$ cat config.mk
export PLATFORM = sky130hd
export DESIGN_NAME = keypad_display_scanner
export DESIGN_NICKNAME = d
export VERILOG_FILES = /design/src/rtl/keypad_pkg.sv /design/src/rtl/scan_tick_gen.sv /design/src/rtl/keypad_display_scanner.sv
export SDC_FILE = /design/constraint.sdc
export NUM_CORES = 1
export LEC_CHECK = 0
export BUFFER_PORTS_ARGS = -buffer_cell sky130_fd_sc_hd__buf_4
export CORE_MARGIN = 2
export CORE_UTILIZATION = 45
export CTS_BUF_LIST = sky130_fd_sc_hd__clkbuf_4 sky130_fd_sc_hd__clkbuf_8
export DETAILED_ROUTE_END_ITERATION = 8
export HOLD_SLACK_MARGIN = 0.06
export PLACE_DENSITY = 0.72
export SETUP_SLACK_MARGIN = 0.15
export SLEW_MARGIN = 20
export SYNTH_ARGS = -nofsm -noshare
export SYNTH_HDL_FRONTEND = slang
export SYNTH_HIERARCHICAL = 1
export SYNTH_SLANG_ARGS = --single-unit
$ cat constraint.sdc
create_clock -name clk -period 4.12 [get_ports clk]
set_clock_uncertainty 0.05 [all_clocks]
set_input_delay 0.206 -clock clk [delete_from_list [all_inputs] [get_ports clk]]
set_output_delay 0.206 -clock clk [all_outputs]
set_load 0.05 [all_outputs]
$ cat src/rtl/keypad_pkg.sv
// Shared key codes, debounce state type and seven-segment helpers for the keypad/display scanner.
package keypad_pkg;

    localparam logic [3:0] KEY_STAR = 4'd10;
    localparam logic [3:0] KEY_HASH = 4'd11;
    // Frame results carry a fifth bit so "no key" cannot alias a real code.
    localparam logic [4:0] KEY_NONE = 5'h10;

    typedef enum logic [1:0] {
        StIdle,
        StArming,
        StPressed
    } db_state_e;

    function automatic logic [6:0] seg7(input logic [3:0] digit);
        logic [6:0] seg;
        case (digit)
            4'd0:    seg = 7'b1111110;
            4'd1:    seg = 7'b0110000;
            4'd2:    seg = 7'b1101101;
            4'd3:    seg = 7'b1111001;
            4'd4:    seg = 7'b0110011;
            4'd5:    seg = 7'b1011011;
            4'd6:    seg = 7'b1011111;
            4'd7:    seg = 7'b1110000;
            4'd8:    seg = 7'b1111111;
            4'd9:    seg = 7'b1111011;
            default: seg = 7'b0000000;
        endcase
        return seg;
    endfunction

    // 4x3 phone layout gets its printed legends; any other geometry is row-major.
    function automatic logic [3:0] map_key(input int unsigned row, input int unsigned col,
                                           input int unsigned rows, input int unsigned cols);
        int unsigned raw;
        if (rows == 4 && cols == 3) begin
            if (row < 3)       raw = row * 3 + col + 1;
            else if (col == 0) raw = 10;
            else if (col == 1) raw = 0;
            else               raw = 11;
        end else begin
            raw = row * cols + col;
        end
        return raw[3:0];
    endfunction

endpackage

$ cat src/rtl/scan_tick_gen.sv
// Free-running divider: tick_o is high for one cycle every CLK_DIV clocks.
module scan_tick_gen #(
    parameter int unsigned CLK_DIV = 100000
) (
    input  logic clk_i,
    input  logic rst_i,
    output logic tick_o
);

    localparam int unsigned CW = (CLK_DIV > 1) ? $clog2(CLK_DIV) : 1;
    localparam logic [CW-1:0] LAST = CW'(CLK_DIV - 1);

    logic [CW-1:0] cnt_q, cnt_d;

    always_comb begin
        cnt_d = (cnt_q == LAST) ? '0 : cnt_q + 1'b1;
    end

    always_ff @(posedge clk_i) begin
        if (rst_i) cnt_q <= '0;
        else       cnt_q <= cnt_d;
    end

    assign tick_o = (cnt_q == LAST);

endmodule

$ cat src/rtl/keypad_display_scanner.sv
// Matrix keypad scanner with debounce, digit entry buffer and multiplexed seven-segment output.
module keypad_display_scanner
    import keypad_pkg::*;
#(
    parameter int unsigned CLK_DIV  = 100000,
    parameter int unsigned ROWS     = 4,
    parameter int unsigned COLS     = 3,
    parameter int unsigned DIGITS   = 8,
    parameter int unsigned DEBOUNCE = 4
) (
    input  logic              clk,
    input  logic              rst,
    input  logic [COLS-1:0]   in_key,
    output logic [ROWS-1:0]   out_singal,
    output logic [DIGITS-1:0] light_code,
    output logic [6:0]        decode,
    output logic              DP_out,
    output logic              key_valid,
    output logic [3:0]        key_code,
    output logic [3:0]        digit_count
);

    localparam int unsigned RW = (ROWS > 1) ? $clog2(ROWS) : 1;
    localparam int unsigned DW = (DIGITS > 1) ? $clog2(DIGITS) : 1;
    localparam int unsigned NW = $clog2(DEBOUNCE + 1);
    localparam logic [RW-1:0] LAST_ROW = RW'(ROWS - 1);
    localparam logic [DW-1:0] LAST_DIG = DW'(DIGITS - 1);
    localparam logic [NW-1:0] DB_MAX   = NW'(DEBOUNCE);
    localparam logic [3:0]    FULL     = 4'(DIGITS);

    logic tick;

    scan_tick_gen #(
        .CLK_DIV (CLK_DIV)
    ) u_tick (
        .clk_i  (clk),
        .rst_i  (rst),
        .tick_o (tick)
    );

    // Row scan and frame accumulation
    logic [RW-1:0]   row_q, row_d;
    logic [ROWS-1:0] row_drive_q;
    logic            frame_hit_q;
    logic [3:0]      frame_code_q;
    logic            hit;
    logic [3:0]      hit_code;
    logic            frame_done;
    logic [4:0]      frame_res;

    always_comb begin
        hit      = 1'b0;
        hit_code = '0;
        for (int unsigned c = 0; c < COLS; c++) begin
            if (!hit && !in_key[c]) begin
                hit      = 1'b1;
                hit_code = map_key(32'(row_q), c, ROWS, COLS);
            end
        end
        row_d      = (row_q == LAST_ROW) ? '0 : row_q + 1'b1;
        frame_done = tick && (row_q == LAST_ROW);
        if (frame_hit_q) frame_res = {1'b0, frame_code_q};
        else if (hit)    frame_res = {1'b0, hit_code};
        else             frame_res = KEY_NONE;
    end

    // Debounce next-state
    db_state_e   db_state_q, db_state_d;
    logic [3:0]  db_key_q, db_key_d;
    logic [NW-1:0] db_cnt_q, db_cnt_d, arm_cnt;
    logic        fire;

    always_comb begin
        db_state_d = db_state_q;
        db_key_d   = db_key_q;
        db_cnt_d   = db_cnt_q;
        arm_cnt    = '0;
        fire       = 1'b0;
        if (frame_done) begin
            unique case (db_state_q)
                StIdle, StArming: begin
                    if (frame_res == KEY_NONE) begin
                        db_state_d = StIdle;
                        db_cnt_d   = '0;
                    end else begin
                        arm_cnt  = (db_state_q == StArming && frame_res[3:0] == db_key_q)
                                   ? db_cnt_q + 1'b1 : NW'(1);
                        db_key_d = frame_res[3:0];
                        if (arm_cnt == DB_MAX) begin
                            db_state_d = StPressed;
                            db_cnt_d   = '0;
                            fire       = 1'b1;
                        end else begin
                            db_state_d = StArming;
                            db_cnt_d   = arm_cnt;
                        end
                    end
                end
                StPressed: begin
                    if (frame_res != KEY_NONE) begin
                        db_cnt_d = '0;
                    end else if (db_cnt_q + 1'b1 == DB_MAX) begin
                        db_state_d = StIdle;
                        db_cnt_d   = '0;
                    end else begin
                        db_cnt_d = db_cnt_q + 1'b1;
                    end
                end
                default: db_state_d = StIdle;
            endcase
        end
    end

    logic       key_valid_q;
    logic [3:0] key_code_q;

    // Reset lands in StPressed so a key held through reset must be released first.
    always_ff @(posedge clk) begin
        if (rst) begin
            row_q        <= '0;
            row_drive_q  <= ~ROWS'(1);
            frame_hit_q  <= 1'b0;
            frame_code_q <= '0;
            db_state_q   <= StPressed;
            db_key_q     <= '0;
            db_cnt_q     <= '0;
            key_valid_q  <= 1'b0;
            key_code_q   <= '0;
        end else begin
            db_state_q  <= db_state_d;
            db_key_q    <= db_key_d;
            db_cnt_q    <= db_cnt_d;
            key_valid_q <= fire;
            if (fire) key_code_q <= frame_res[3:0];
            if (tick) begin
                row_q       <= row_d;
                row_drive_q <= ~(ROWS'(1) << row_d);
                if (frame_done) begin
                    frame_hit_q <= 1'b0;
                end else if (!frame_hit_q && hit) begin
                    frame_hit_q  <= 1'b1;
                    frame_code_q <= hit_code;
                end
            end
        end
    end

    // Entry buffer: index 0 is the newest digit
    logic [3:0] digits_q [DIGITS];
    logic [3:0] count_q;
    logic       ovf_q;

    always_ff @(posedge clk) begin
        if (rst) begin
            for (int unsigned i = 0; i < DIGITS; i++) digits_q[i] <= '0;
            count_q <= '0;
            ovf_q   <= 1'b0;
        end else if (fire) begin
            if (frame_res[3:0] <= 4'd9) begin
                digits_q[0] <= frame_res[3:0];
                for (int unsigned i = 1; i < DIGITS; i++) digits_q[i] <= digits_q[i-1];
                if (count_q == FULL) ovf_q   <= 1'b1;
                else                 count_q <= count_q + 1'b1;
            end else if (frame_res[3:0] == KEY_HASH) begin
                for (int unsigned i = 0; i + 1 < DIGITS; i++) digits_q[i] <= digits_q[i+1];
                digits_q[DIGITS-1] <= '0;
                if (count_q != 4'd0) count_q <= count_q - 1'b1;
            end else if (frame_res[3:0] == KEY_STAR) begin
                for (int unsigned i = 0; i < DIGITS; i++) digits_q[i] <= '0;
                count_q <= '0;
                ovf_q   <= 1'b0;
            end
        end
    end

    // Display multiplexer
    logic [DW-1:0]     dig_q, dig_d;
    logic [DIGITS-1:0] light_q;
    logic [6:0]        seg_q;
    logic              dp_q;

    always_comb begin
        dig_d = (dig_q == LAST_DIG) ? '0 : dig_q + 1'b1;
    end

    always_ff @(posedge clk) begin
        if (rst) begin
            dig_q   <= '0;
            light_q <= DIGITS'(1);
            seg_q   <= '0;
            dp_q    <= 1'b0;
        end else if (tick) begin
            dig_q   <= dig_d;
            light_q <= DIGITS'(1) << dig_d;
            seg_q   <= (4'(dig_d) < count_q) ? seg7(digits_q[dig_d]) : 7'b0;
            dp_q    <= (dig_d == LAST_DIG) && ovf_q;
        end
    end

    assign out_singal  = row_drive_q;
    assign light_code  = light_q;
    assign decode      = seg_q;
    assign DP_out      = dp_q;
    assign key_valid   = key_valid_q;
    assign key_code    = key_code_q;
    assign digit_count = count_q;

endmodule
# ---- Word-level counts from Yosys, hierarchy flattened
# Memories as Yosys holds them, arrays and structs flattened.
# Index checks and enable logic that the tools add are counted.
dict set report totals {
  romBits 112
  register_bits 66
  ram_bits 32
  input_bits 5
  n_memories 2
  elab_cells 187
}
dict set report classes {
  n_reduce_logical 25
  n_mul 1
  n_addsub 10
  eq_ne 20
  n_lt_le_gt_ge 3
  shifts 2
  bitwise 27
  n_mux 81
}
# memory depth word_bits read_ports rd_clocked_by_memory_dff write_ports line
set memory_table {}
lappend memory_table {{(no name shown)} 16 7 1 0 0 keypad_pkg.sv:17} ;# case (digit)
lappend memory_table {digits_q 8 4 9 0 8 keypad_display_scanner.sv:149} ;# logic [3:0] digits_q [DIGITS];
# cell n
set op_table {}
lappend op_table {{$mux W4} 35}
lappend op_table {{$mux W1} 30}
lappend op_table {{$or A1 B1 Y1} 24}
lappend op_table {{$mux W3} 6}
lappend op_table {{$add A17 B1 Y17 const B} 1}
lappend op_table {{$eq A17 B17 Y1 const B} 1}
lappend op_table {{$add A4 B1 Y4 const B} 4}
lappend op_table {{$eq A3 B3 Y1 const B} 4}
lappend op_table {{$eq A4 B4 Y1 const B} 3}
lappend op_table {{$mux W2} 5}
lappend op_table {{$mux W5} 2}
lappend op_table {{$reduce_and A3 Y1} 3}
lappend op_table {{$ne A2 B2 Y1 const B} 4}
lappend op_table {{$reduce_and A4 Y1} 2}
lappend op_table {{$shl A1 B3 Y8 const A} 1}
lappend op_table {{$mux W7} 1}
lappend op_table {{$add A3 B1 Y3 const B} 2}
lappend op_table {{$logic_and A1 B1 Y1} 6}
lappend op_table {{$pmux W3 S2} 1}
lappend op_table {{$reduce_bool A2 Y1} 3}
lappend op_table {{$eq A5 B5 Y1 const B} 1}
lappend op_table {{$ne A5 B5 Y1 const B} 1}
lappend op_table {{$add A4 B2 Y4 const B} 1}
lappend op_table {{$eq A2 B2 Y1 const B} 2}
lappend op_table {{20 further kinds} 26}

# ---- Depth between registers and ports, before layout
dict set report logic_depth {
  word_depth 22
  mapped_depth 13
  depth_no_buf 12
}

# ---- By module
# The synthesis kept the hierarchy.
# module instances area_per_inst_um2 seq_area_each_um2 cells_each
set modules_own_cells {}
lappend modules_own_cells {keypad_display_scanner 1 4667.0 1781.7 519}
lappend modules_own_cells {scan_tick_gen 1 779.5 340.3 89}

# ---- Least setup slack after synthesis
# No wires, ideal clock.
dict set report synth_timing {
  path_type {register to register}
  from {register u_tick.cnt_q[5]}
  to {memory digits_q[1][0] (enable)}
  arrival_ns 3.288
  path_slack_ns 0.438
  stages_incl_launch_ff 11
  required_ns 3.726
  path_cell_list {dfxtp_1 > or4_1 > nor4_2 > nand2_1 > nor3_1 > o2111ai_2 > or3_1 > buf_6 > nor4_4 > nor2_1 > inv_1}
}
# element line
set synth_lines {}
lappend synth_lines {{from (decl)} scan_tick_gen.sv:13} ;# logic [CW-1:0] cnt_q, cnt_d;
lappend synth_lines {{from (signal assigned)} scan_tick_gen.sv:21} ;# else cnt_q <= cnt_d;
lappend synth_lines {{to (decl)} keypad_display_scanner.sv:149}

==> results.cfg <==
[worst_setup_path]
crit_arrival_ns = 3.84
r2r_start = row_q[0]$_SDFFE_PP0P_
startpoint = row_q[0]$_SDFFE_PP0P_
crit_type = register to register
worst_setup_path_end_kind = register
path_max_fanout = 17
reg2reg_slack_ns = 0.37
setup.worst_path.start_class = register
crit_required_ns = 4.21

[finish]
syn_to_final_growth_pct = 9.694
drive_above_1_share = 0.1336
fill_cells = 1118
antennaDiodeCount = 0
final_cells = 783
final_net_count = 659

[power_and_ir_drop]
p_leak_nw = 2.124
peakVddDrop_uv = 225.9
p_per_area_nw_per_um2 = 288.6

[yosys]
ys_ff_latch = 98
synth_common_cells = dfxtp_1, nor2_1, nand2_1
synth_nets = 636
synth_cell_types = 74
synth_top_area_share = 0.3014
ys_warn_count = 6
synth_area_leader_cell = dfxtp_1
yosysMostFrequentCell = dfxtp_1
ys.flop_type = dfxtp_1
synth_edf_count = 16
syn_area_um2 = 5446
postSynthCellCount = 608
seq_area_frac_synth = 0.3896
synthArstFlopShare = 0
synth_area_per_cell_um2 = 8.958
synth_area_leaders = dfxtp_1, edfxtp_1, mux2i_1

[timing]
timing.fmax_ghz = 0.2669
post-route-min-period_ns = 3.746
worstMarginPinSlew_ns = 0.6937
timing.final.crit_share = 0.9092
slew_headroom = 0.5369
final-max-slew-violation-count = 0
tns_ns = 0
hold_viol = 0
timing.hold.ws_ns = 0.2478
setup_ws_ns = 0.3740
rsz0062_at_grt = no
finalSetupViolCount = 0

[die]
die_w_um = 114.0
io_pins = 34
start_util = 0.4572
core_area_um2 = 11910
dieHeight_um = 114.0
rows = 40
dieArea_um2 = 13000

[grt]
gr-total-overflow = 0
grt_pass1_vias = 4234
grt_pass1_wl_mm = 20.67
grt_max_degree = 59
grt_usage = 0.1993
antenna_found_initial = 0

[cts]
cts_tree = yes
cts_inserted_buffers = 9
cts_max_level = 3
clkLatencyLatePin_ns = 0.39
postCtsSetupBuffers = 0
root_buffer = clkbuf_8
path_clk_slew_ns = 0.11
cts_buffer_depth = 2
cts_sinks = 98

[drt]
ant_nets = 0
drc_errors = 0
wl_per_cell_um = 16.35
drt_iter0_drc = 394
firstDrtPassIters = 5
vias_per_cell = 5.872
vias = 4598
wirelength_mm = 12.80

[run_status]
status = complete, no violations

[placed_design]
gp_congestion = 0.8792
numPlacedInstances = 767
hpwl_mm = 9.212
pre_cts_slack_ns = 0.2730
port_buffers = 33

[min_path]
worstHoldPathType = input pin to register
worstHoldStart = rst

[run]
cap_violations = 0
==> power by group <==
part / leakage, nW / switching (W) / internal, W
sequential: 0.814 / 0.0000170 / 0.000985
combinational: 1.21 / 0.0000653 / 0.0000342
clock: 0.0991 / 0.000385 / 0.000238
==> flip-flops by register name, indices dropped and copies added (netlist names) <==
signal / count
out_singal: 4
digits_q: 32
decode: 7
db_state_q: 2
key_code: 4
DP_out: 1
ovf_q: 1
frame_hit_q: 1
key_valid: 1
db_cnt_q: 3
dig_q: 3
row_q: 2
light_code: 8
u_tick/cnt_q: 17
digit_count: 4
db_key_q: 4
frame_code_q: 4
==> final cells by class <==
class | instances | area [um2] | share of cell area
multi-input combinational | 451 | 3043 | 0.5093
clock buffer | 9 | 123.9 | 0.02073
sequential | 98 | 2122 | 0.3552
tap | 147 | 183.9 | 0.03079
inverter | 26 | 97.59 | 0.01634
timing repair buffer | 45 | 337.8 | 0.05654
clock inverter | 7 | 66.31 | 0.01110
==> cell usage in the layout (no fill, tap or decap), types with 3 or more instances in the layout <==
cell type | netlist | layout
nand4_1 | 9 | 9
or3_1 | 5 | 5
nand2b_1 | 15 | 15
a21oi_1 | 31 | 31
xnor2_1 | 15 | 15
inv_1 | 25 | 25
a21o_1 | 8 | 8
a2bb2oi_1 | 4 | 4
nor4_1 | 7 | 7
o21ai_0 | 19 | 18
o21ai_1 | 2 | 3
mux2i_1 | 30 | 30
nand3_1 | 19 | 19
nand2_1 | 53 | 53
nor3_1 | 17 | 17
a32o_1 | 3 | 3
o211a_1 | 4 | 4
or4_1 | 4 | 4
a22oi_1 | 12 | 12
and3_1 | 6 | 6
nor2_1 | 77 | 77
dfxtp_1 | 82 | 82
ha_1 | 23 | 22
a22o_1 | 4 | 4
clkbuf_8 | 0 | 9
o21a_1 | 4 | 4
a221o_1 | 5 | 5
edfxtp_1 | 16 | 16
a211oi_1 | 9 | 9
o2bb2ai_1 | 3 | 3
nor2b_1 | 3 | 3
nor2_4 | 10 | 10
inv_6 | 0 | 4
buf_4 | 4 | 45
a221oi_1 | 3 | 3
a31oi_1 | 5 | 5
==> kinds of logic (layout without fill, tap and decap cells) <==
kind of cell               after synthesis  after routing  synth area share
AOI/OAI and AO/OA                      135            135            0.1797
xor gates and xnor gates                17             17           0.02734
adders and majority gates               23             23           0.05284
buffers and inverters                   59             87           0.05536
DFF                                     98             98            0.3896
muxes                                   32             32           0.06134
and+or+nand+nor                        244            244            0.2339
==> what timing repair did <==
| item | 4_1_cts | 5_1_grt |
|---|---|---|
| hold endpoints to repair | 0 | 0 |
| endpoints found under the setup margin | 0 | 5 |
| gates resized for setup | 0 | 2 |
| hold buffers | 0 | 0 |
==> metrics by stage <==
| stage | util | total power (W) | instance area, um2 |
|---|---|---|---|
| after floorplan | - | 0.001096 | 5446 |
| after global placement | 0.4854 | 0.001119 | 5782 |
| final | 0.5016 | 0.001724 | 5974 |
| after detailed placement | 0.4854 | 0.001122 | 5782 |
| after CTS | 0.5014 | 0.001742 | 5972 |
| after global routing | 0.5016 | 0.001794 | 5974 |
==> worst max-delay path, cell delays in order, from the launching register on <==
cell,delay (ns)
dfxtp_1,0.50
inv_1,0.15
ha_1,0.32
nor2b_1,0.15
a311o_1,0.39
nand2_1,0.21
nand2_1,0.19
or3_1,0.54
nor4b_4,0.28
buf_4,0.31
mux2i_1,0.35
nor2_4,0.04
==> final timing paths <==
kind / to / cells past startpoint
setup / recovery: digits_q[2][1]$_SDFFCE_PP0P_ / 11
hold reg to reg: ovf_q$_SDFFE_PP0P_ / 2
hold / removal: dig_q[0]$_SDFFE_PP0P_ / 2
setup reg to reg: digits_q[2][1]$_SDFFCE_PP0P_ / 11
==> metal layers <==
layer	wire length [um]	GRT usage
met5	0	0
met4	387	0.08699
met3	724	0.05685
met2	5978	0.3159
met1	5709	0.2537
Power figures use the tool's default switching activity.
